$ cat config.mk
export PLATFORM = sky130hd
export DESIGN_NAME = sync_fifo_param_flat
export DESIGN_NICKNAME = d
export VERILOG_FILES = /design/src/rtl/fifo_pkg.sv /design/src/rtl/sync_fifo_param_if.sv /design/src/rtl/sync_sdpram.sv /design/src/rtl/sync_fifo_param.sv /design/src/flat_wrapper.sv
export SDC_FILE = /design/constraint.sdc
export NUM_CORES = 1
export LEC_CHECK = 0
export CAP_MARGIN = 30
export CORE_MARGIN = 3
export CORE_UTILIZATION = 50
export CTS_BUF_LIST = sky130_fd_sc_hd__clkbuf_4 sky130_fd_sc_hd__clkbuf_8
export CTS_CLUSTER_SIZE = 30
export DETAILED_ROUTE_END_ITERATION = 12
export PLACE_DENSITY = 0.78
export SETUP_SLACK_MARGIN = 0.05
export SLEW_MARGIN = 0
export SYNTH_ARGS = -nofsm -noshare
export SYNTH_HDL_FRONTEND = slang
export SYNTH_HIERARCHICAL = 1
export SYNTH_SLANG_ARGS = --single-unit
$ cat constraint.sdc
create_clock -name clk -period 3.85 [get_ports clk]
set_input_delay 0.77 -clock clk [delete_from_list [all_inputs] [get_ports clk]]
set_output_delay 0.77 -clock clk [all_outputs]
set_load 0.02 [all_outputs]
$ cat src/rtl/fifo_pkg.sv
// Shared constants and helpers for the synchronous FIFO slice.
// Holds the default word/address widths, the derived depth and count width,
// and the pointer-width helper used by the FIFO, its interface and its tests.
package fifo_pkg;

  localparam int DATA_W_DEF = 8;
  localparam int ADDR_W_DEF = 4;

  // Pointers carry one extra wrap bit above the array address.
  function automatic int fifo_ptr_w(input int addr_w);
    return addr_w + 1;
  endfunction

  function automatic int fifo_depth(input int addr_w);
    return 1 << addr_w;
  endfunction

  localparam int DEPTH_DEF = fifo_depth(ADDR_W_DEF);
  localparam int CNT_W_DEF = fifo_ptr_w(ADDR_W_DEF);

endpackage

$ cat src/rtl/sync_fifo_param_if.sv
// Handshake/status bundle between a producer/consumer and sync_fifo_param.
//   wr_en_in, wr_data_in, rd_en_in         : requests into the FIFO
//   rd_data_out, rd_valid                  : read data path
//   full, empty, almost_full, almost_empty : registered status flags
//   count                                  : occupancy, 0..DEPTH
//   overflow, underflow                    : one-cycle error pulses
// Modport slave is the FIFO side, master is the user side.
interface sync_fifo_param_if
  import fifo_pkg::*;
#(
  parameter int DATA_W = DATA_W_DEF,
  parameter int ADDR_W = ADDR_W_DEF
);

  logic              wr_en_in;
  logic [DATA_W-1:0] wr_data_in;
  logic              rd_en_in;
  logic [DATA_W-1:0] rd_data_out;
  logic              rd_valid;
  logic              full;
  logic              empty;
  logic              almost_full;
  logic              almost_empty;
  logic [ADDR_W:0]   count;
  logic              overflow;
  logic              underflow;

  modport master (
    output wr_en_in, wr_data_in, rd_en_in,
    input  rd_data_out, rd_valid, full, empty, almost_full, almost_empty,
           count, overflow, underflow
  );

  modport slave (
    input  wr_en_in, wr_data_in, rd_en_in,
    output rd_data_out, rd_valid, full, empty, almost_full, almost_empty,
           count, overflow, underflow
  );

endinterface

$ cat src/rtl/sync_sdpram.sv
// Simple dual-port RAM, one clock: one write port, one registered read port.
// Array contents are never reset; only the read data register is.
//   clk, rst           : clock, asynchronous active-high reset
//   i_we/i_waddr/i_wdata : write port
//   i_re/i_raddr       : read request; o_rdata updates the edge after i_re
//   o_rdata            : read data, holds when i_re is low
module sync_sdpram #(
  parameter int DATA_W = 8,
  parameter int ADDR_W = 4
) (
  input  logic              clk,
  input  logic              rst,
  input  logic              i_we,
  input  logic [ADDR_W-1:0] i_waddr,
  input  logic [DATA_W-1:0] i_wdata,
  input  logic              i_re,
  input  logic [ADDR_W-1:0] i_raddr,
  output logic [DATA_W-1:0] o_rdata
);

  logic [DATA_W-1:0] r_mem [2**ADDR_W];
  logic [DATA_W-1:0] r_rdata;

  always_ff @(posedge clk) begin
    if (i_we) r_mem[i_waddr] <= i_wdata;
  end

  always_ff @(posedge clk or posedge rst) begin
    if (rst)       r_rdata <= '0;
    else if (i_re) r_rdata <= r_mem[i_raddr];
  end

  assign o_rdata = r_rdata;

endmodule

$ cat src/rtl/sync_fifo_param.sv
// Single-clock parametrised FIFO with programmable almost-full/almost-empty
// thresholds, occupancy count and overflow/underflow pulses.
//   clk, rst : clock (rising edge), asynchronous active-high reset
//   bus      : sync_fifo_param_if.slave (requests in, data/status out)
// Optional build macro SYNC_FIFO_FWFT_EN selects first-word fall-through:
// the RAM read register acts as a prefetch head register, rd_data_out shows
// the head word and rd_en_in pops it. Default build is standard mode with a
// 1-cycle registered read and a rd_valid pulse per accepted read.
module sync_fifo_param
  import fifo_pkg::*;
#(
  parameter int DATA_W    = DATA_W_DEF,
  parameter int ADDR_W    = ADDR_W_DEF,
  parameter int AFULL_TH  = 12,
  parameter int AEMPTY_TH = 2
) (
  input  logic clk,
  input  logic rst,
  sync_fifo_param_if.slave bus
);

  localparam int DEPTH = fifo_depth(ADDR_W);
  localparam int PTR_W = fifo_ptr_w(ADDR_W);
  localparam int CNT_W = PTR_W;

  if (!((AEMPTY_TH < AFULL_TH) && (AFULL_TH <= DEPTH))) begin : g_bad_thresholds
    $error("sync_fifo_param: thresholds need AEMPTY_TH < AFULL_TH <= DEPTH");
  end

  logic [PTR_W-1:0]  r_wr_ptr, r_rd_ptr;
  logic [CNT_W-1:0]  r_count, w_count_nxt;
  logic              r_full, r_empty, r_afull, r_aempty;
  logic              r_overflow, r_underflow;
  logic              w_wr_acc, w_rd_acc, w_ram_re, w_underflow;
  logic [DATA_W-1:0] w_ram_q;

  assign w_wr_acc = bus.wr_en_in & ~r_full;

`ifdef SYNC_FIFO_FWFT_EN
  // The RAM read register holds the head word. The RAM itself is non-empty
  // when the pointers differ; refill the head whenever it is free or popped.
  logic r_head_valid;
  logic w_ram_has;

  assign w_ram_has   = (r_wr_ptr != r_rd_ptr);
  assign w_rd_acc    = bus.rd_en_in & r_head_valid;
  assign w_ram_re    = w_ram_has & (~r_head_valid | w_rd_acc);
  // A pop with no head word present (including a word still in flight from
  // the RAM) is reported as an underflow rather than silently dropped.
  assign w_underflow = bus.rd_en_in & ~r_head_valid;

  always_ff @(posedge clk or posedge rst) begin
    if (rst)           r_head_valid <= 1'b0;
    else if (w_ram_re) r_head_valid <= 1'b1;
    else if (w_rd_acc) r_head_valid <= 1'b0;
  end

  assign bus.rd_valid = ~r_empty;
`else
  logic r_rd_valid;

  assign w_rd_acc    = bus.rd_en_in & ~r_empty;
  assign w_ram_re    = w_rd_acc;
  assign w_underflow = bus.rd_en_in & r_empty;

  always_ff @(posedge clk or posedge rst) begin
    if (rst) r_rd_valid <= 1'b0;
    else     r_rd_valid <= w_rd_acc;
  end

  assign bus.rd_valid = r_rd_valid;
`endif

  always_comb begin
    w_count_nxt = r_count;
    if (w_wr_acc && !w_rd_acc)      w_count_nxt = r_count + CNT_W'(1);
    else if (!w_wr_acc && w_rd_acc) w_count_nxt = r_count - CNT_W'(1);
  end

  always_ff @(posedge clk or posedge rst) begin
    if (rst) begin
      r_wr_ptr    <= '0;
      r_rd_ptr    <= '0;
      r_count     <= '0;
      r_full      <= 1'b0;
      r_empty     <= 1'b1;
      r_afull     <= 1'b0;
      r_aempty    <= 1'b1;
      r_overflow  <= 1'b0;
      r_underflow <= 1'b0;
    end else begin
      if (w_wr_acc) r_wr_ptr <= r_wr_ptr + PTR_W'(1);
      if (w_ram_re) r_rd_ptr <= r_rd_ptr + PTR_W'(1);
      r_count     <= w_count_nxt;
      // Flags come from the next count so they line up with count itself.
      r_full      <= (w_count_nxt == CNT_W'(DEPTH));
      r_empty     <= (w_count_nxt == '0);
      r_afull     <= (w_count_nxt >= CNT_W'(AFULL_TH));
      r_aempty    <= (w_count_nxt <= CNT_W'(AEMPTY_TH));
      r_overflow  <= bus.wr_en_in & r_full;
      r_underflow <= w_underflow;
    end
  end

  sync_sdpram #(
    .DATA_W (DATA_W),
    .ADDR_W (ADDR_W)
  ) u_ram (
    .clk     (clk),
    .rst     (rst),
    .i_we    (w_wr_acc),
    .i_waddr (r_wr_ptr[ADDR_W-1:0]),
    .i_wdata (bus.wr_data_in),
    .i_re    (w_ram_re),
    .i_raddr (r_rd_ptr[ADDR_W-1:0]),
    .o_rdata (w_ram_q)
  );

  assign bus.rd_data_out  = w_ram_q;
  assign bus.full         = r_full;
  assign bus.empty        = r_empty;
  assign bus.almost_full  = r_afull;
  assign bus.almost_empty = r_aempty;
  assign bus.count        = r_count;
  assign bus.overflow     = r_overflow;
  assign bus.underflow    = r_underflow;

endmodule

$ cat src/flat_wrapper.sv
// flat-port wrapper written by rule: the top's interface ports become plain ports
module sync_fifo_param_flat import fifo_pkg::*;
#(
  parameter int DATA_W    = DATA_W_DEF,
  parameter int ADDR_W    = ADDR_W_DEF,
  parameter int AFULL_TH  = 12,
  parameter int AEMPTY_TH = 2
)
  (clk, rst, bus_wr_en_in, bus_wr_data_in, bus_rd_en_in, bus_rd_data_out, bus_rd_valid, bus_full, bus_empty, bus_almost_full, bus_almost_empty, bus_count, bus_overflow, bus_underflow);
  sync_fifo_param_if #(.DATA_W(DATA_W), .ADDR_W(ADDR_W)) bus_i ();
  input  logic clk;
  input  logic rst;
  input wire logic [$bits(bus_i.wr_en_in)-1:0] bus_wr_en_in;
  input wire logic [$bits(bus_i.wr_data_in)-1:0] bus_wr_data_in;
  input wire logic [$bits(bus_i.rd_en_in)-1:0] bus_rd_en_in;
  output wire logic [$bits(bus_i.rd_data_out)-1:0] bus_rd_data_out;
  output wire logic [$bits(bus_i.rd_valid)-1:0] bus_rd_valid;
  output wire logic [$bits(bus_i.full)-1:0] bus_full;
  output wire logic [$bits(bus_i.empty)-1:0] bus_empty;
  output wire logic [$bits(bus_i.almost_full)-1:0] bus_almost_full;
  output wire logic [$bits(bus_i.almost_empty)-1:0] bus_almost_empty;
  output wire logic [$bits(bus_i.count)-1:0] bus_count;
  output wire logic [$bits(bus_i.overflow)-1:0] bus_overflow;
  output wire logic [$bits(bus_i.underflow)-1:0] bus_underflow;
  assign bus_i.wr_en_in = bus_wr_en_in;
  assign bus_i.wr_data_in = bus_wr_data_in;
  assign bus_i.rd_en_in = bus_rd_en_in;
  assign bus_rd_data_out = bus_i.rd_data_out;
  assign bus_rd_valid = bus_i.rd_valid;
  assign bus_full = bus_i.full;
  assign bus_empty = bus_i.empty;
  assign bus_almost_full = bus_i.almost_full;
  assign bus_almost_empty = bus_i.almost_empty;
  assign bus_count = bus_i.count;
  assign bus_overflow = bus_i.overflow;
  assign bus_underflow = bus_i.underflow;
  sync_fifo_param #(.DATA_W(DATA_W), .ADDR_W(ADDR_W), .AFULL_TH(AFULL_TH), .AEMPTY_TH(AEMPTY_TH)) u_core (.clk(clk), .rst(rst), .bus(bus_i));
endmodule
==> results.env <==
WORST-SETUP-PATH-TYPE='input port to flop'
CTS.SINK_COUNT=156
END_KIND='flop'
CLKLATENCYLATEPIN_NS=0.44
SYNTH-SEQ-AREA-SHARE_PCT=71.9
IO-PIN-COUNT=32
FINAL_AREA_UM2=7250
CTS-HTREE-LEVELS=4
COMBPWRFRAC_PCT=30.4
HPWLAFTERDP_MM=7.67
NUM_VIAS=3203
FINAL_CELLS=556
ROUTED_WIRE_LENGTH_PER_INSTANCE_UM=21.5
DIODES=0
FMAXACHIEVABLE_GHz=0.371
CTS_BUFFERS=17
PLACE_INST=525
WORST_EP_ARRIVAL_TIME_NS=2.76
ROUTE.ANTENNA.REMAINING_NETS=0
AREA_GROWTH_SYN_TO_LAYOUT_PCT=14.7
RSZ_0062_RAISED_AFTER_GLOBAL_ROUTING='no'
GRT_START_MAX_NET_PINS=32
DIE_AREA_UM2=14000
HOLD_VIOLATIONS=0
MAXSLEWVIOLCOUNT=0
SYNTH-EDFF-COUNT=128
FIRST_PASS_ITERS=5
POWER.SEQUENTIAL.FRACTION_PCT=42.9
OUTCOME='complete, no violations'
CTS_RESIZED=0
POWER_mW=5.47
TIGHTESTPINTRANSITION_NS=0.870
GP_CONGESTION=0.908
LAYOUT.NETS=392
TOTAL_LEAKAGE_POWER_nW=2.46
WIRE_LENGTH_OF_THE_FIRST_GLOBAL_ROUTING_PASS_MM=19.2
LAYOUT.CORE_UTILIZATION_PCT=59.6
SYNTH_CELLS=334
MAPPEDNETLISTAREA_UM2=6320
POST_ROUTE_CELLS_DRIVE_ABOVE_1_SHARE_PCT=21.6
SHARE_CLK_OF_TOTAL_POWER_PCT=26.7
ROUTED_VIA_DENSITY=5.76
DESIGN_INTERNAL_POWER_mW=3.79
CP.REQUIRED_NS=3.92
POSTPLACECELLAREA_UM2=6760
CTS_TREE='built'
POSTSYNTH.TOPFLOPCELL='sky130_fd_sc_hd__edfxtp_1'
HOLDCRITPATHCLASS='flop to flop'
DIE_H_UM=118
CTS_HOLD_BUFFERS=0
VIA_COUNT_OF_THE_FIRST_GLOBAL_ROUTING_PASS=3370
NETSWITCHINGPOWER_mW=1.68
AVGSYNTHCELLAREA_UM2=18.9
SYNTHESIS.NETS=350
PERIOD_SHARE_PCT=70.0
STD_CELL_ROWS=40
POSTSYNTHREGISTERBITS=156
CORE_AREA_UM2=12200
FINAL_MIN_PERIOD_NS=2.69
ROOT_BUFFER='sky130_fd_sc_hd__clkbuf_8'
SYNTH_WARNINGS=6
NUMPORTBUFFERS=31
CTSLONGESTPATHBUFFERS=2
MAXCAPVIOLCOUNT=0
POWER_SWITCHING_SHARE_PCT=30.8
CLKSLEWWORSTSETUPHOLDPATHS_NS=0.07
DIE_WIDTH_UM=118
SYNTH_CELL_TYPES=41
CRITICAL_PATH.STARTPOINT_TYPE='input port'
POWER.DENSITY_nW_PER_UM2=755
INITIALDRTVIOLATIONCOUNT=294
CTS_SETUP_BUFFERS=0
START_UTIL_PCT=52.0
PRE_CTS_SLACK_NS=0.726
WHS_NS=0.541
FIN_WS_NS=1.16
VDD_DROP_MAX_mV=0.393
ANTENNA_FOUND_INITIAL=0
POST_ROUTE_SETUP_TNS_NS=0
SETUP_VIOLATIONS=0
DETAIL_ROUTE.WIRELENGTH_MM=12.0
POST-ROUTE-DRC-COUNT=0
GR-TOTAL-OVERFLOW=0
MAX-SLEW-MARGIN-REL_PCT=42.0
SYNTH-ASYNC-RESET-RATIO_PCT=17.9
CRIT_PATH_MAX_FANOUT=13
GRT_USAGE_PCT=18.5
CLOCK_SKEW_AFTER_LAYOUT_NS=0.00713
==> worst paths after layout <==
kind                            slack [ns]                  endpoint  depth (start not counted)          startpoint
worst max register to register        1.48  u_core/u_ram/r_mem[1][1]                          4     u_core/bus.full
max in group asynchronous             2.58        u_core/r_rd_ptr[3]                          2                 rst
min in group asynchronous             0.65   u_core/u_ram/o_rdata[6]                          2                 rst
worst min-delay path                  0.54        u_core/r_rd_ptr[2]                          1  u_core/r_rd_ptr[2]
worst min register to register        0.54        u_core/r_rd_ptr[2]                          1  u_core/r_rd_ptr[2]
worst max-delay path                  1.16  u_core/u_ram/r_mem[1][1]                          5        bus_wr_en_in
==> cells by family (layout without fill, tap and decap cells) <==
group                    count (synthesis)  in the layout  share of synthesized area [%]
multiplexers                            40             40                           13.0
AND/OR/NAND/NOR                         73             73                           5.78
adder cells (fa/ha/maj)                  4              4                          0.792
AO/OA/AOI/OAI                           28             28                           4.16
buffers and inverters                   25             79                           2.89
XOR/XNOR                                 8              8                           1.41
flip-flops                             156            156                           71.9
==> power by group through the flow <==
stage | Sequential, mW | Clock [mW] | Combinational, mW
2_1_floorplan | 2.38 | 0 | 1.20
3_3_place_gp | 2.36 | 0 | 1.62
3_5_place_dp | 2.38 | 0 | 1.67
4_1_cts | 2.35 | 1.49 | 1.67
5_1_grt | 2.39 | 1.57 | 1.78
6_report | 2.35 | 1.46 | 1.66
==> metal layers <==
metal | share of wire, % | global-route usage [%] | vias to the layer above | wire length [um]
li1 | - | - | 1420 | -
met1 | 44 | 25.4 | 1657 | 5240
met2 | 50 | 29.2 | 110 | 5960
met3 | 4.9 | 5.12 | 16 | 586
met4 | 1.6 | 5.94 | 0 | 188
met5 | 0 | 0 | - | 0
==> registers in the layout (all words and copies together) (netlist names) <==
name	cells
u_core/u_ram/r_mem	128
u_core/bus.empty	1
u_core/r_rd_ptr	4
u_core/bus.almost_empty	1
u_core/r_wr_ptr	4
u_core/bus.count	5
u_core/bus.almost_full	1
u_core/bus.overflow	1
u_core/bus.full	1
u_core/bus.underflow	1
u_core/bus.rd_valid	1
u_core/u_ram/o_rdata	8
==> critical path: stages <==
cell                              delay, ns
sky130_fd_sc_hd__clkdlybuf4s50_1       0.49
sky130_fd_sc_hd__nand2b_1              0.23
sky130_fd_sc_hd__inv_6                 0.18
sky130_fd_sc_hd__or3b_2                0.51
sky130_fd_sc_hd__nor2_1                0.58
==> final cells by class <==
class / instances / area [um2]
Clock buffer: 18 / 241
Clock inverter: 13 / 246
Fill cell: 853 / 4910
Inverter: 8 / 35.0
Multi-Input combinational cell: 153 / 1590
Sequential cell: 156 / 4550
Tap cell: 168 / 210
Timing Repair Buffer: 40 / 378
==> layout by cell type, fill, tap and decap left out, types with 4 or more instances in the layout <==
| cell type | n |
|---|---|
| sky130_fd_sc_hd__inv_1 | 6 |
| sky130_fd_sc_hd__mux4_1 | 6 |
| sky130_fd_sc_hd__nor2_1 | 25 |
| sky130_fd_sc_hd__nand2_1 | 11 |
| sky130_fd_sc_hd__mux2i_1 | 8 |
| sky130_fd_sc_hd__a221oi_2 | 8 |
| sky130_fd_sc_hd__o22ai_1 | 7 |
| sky130_fd_sc_hd__edfxtp_1 | 128 |
| sky130_fd_sc_hd__dfrtp_1 | 26 |
| sky130_fd_sc_hd__clkdlybuf4s50_1 | 31 |
| sky130_fd_sc_hd__xnor2_1 | 7 |
| sky130_fd_sc_hd__clkbuf_8 | 17 |
| sky130_fd_sc_hd__mux4_2 | 26 |
| sky130_fd_sc_hd__bufinv_16 | 7 |
| sky130_fd_sc_hd__nor3_1 | 9 |
| sky130_fd_sc_hd__buf_4 | 9 |
| sky130_fd_sc_hd__nand3_1 | 6 |
| sky130_fd_sc_hd__nand2b_1 | 5 |
| sky130_fd_sc_hd__ha_1 | 4 |
| sky130_fd_sc_hd__o21ai_0 | 4 |
==> synthesized netlist by cell type (2+ instances only) <==
cell type                  number  share of area (%)
sky130_fd_sc_hd__a21oi_1        3               0.24
sky130_fd_sc_hd__a221oi_2       8                1.9
sky130_fd_sc_hd__and2_1         3               0.30
sky130_fd_sc_hd__and3_1         3               0.30
sky130_fd_sc_hd__buf_1          4               0.24
sky130_fd_sc_hd__buf_12         2               0.63
sky130_fd_sc_hd__buf_2          2               0.16
sky130_fd_sc_hd__buf_6          6                1.1
sky130_fd_sc_hd__clkbuf_1       2               0.12
sky130_fd_sc_hd__dfrtp_1       26                 10
sky130_fd_sc_hd__dfstp_2        2               0.83
sky130_fd_sc_hd__edfxtp_1     128                 61
sky130_fd_sc_hd__ha_1           4               0.79
sky130_fd_sc_hd__inv_1          6               0.36
sky130_fd_sc_hd__mux2i_1        8                1.3
sky130_fd_sc_hd__mux4_1         6                2.5
sky130_fd_sc_hd__mux4_2        26                9.3
sky130_fd_sc_hd__nand2_1       11               0.65
sky130_fd_sc_hd__nand2b_1       5               0.49
sky130_fd_sc_hd__nand3_1        6               0.48
sky130_fd_sc_hd__nand3b_1       3               0.36
sky130_fd_sc_hd__nand4_1        3               0.30
sky130_fd_sc_hd__nor2_1        25                1.5
sky130_fd_sc_hd__nor3_1         9               0.71
sky130_fd_sc_hd__o211ai_1       2               0.24
sky130_fd_sc_hd__o21ai_0        4               0.32
sky130_fd_sc_hd__o22ai_1        7               0.69
sky130_fd_sc_hd__xnor2_1        7               0.97
(Power assumes the default switching activity.)
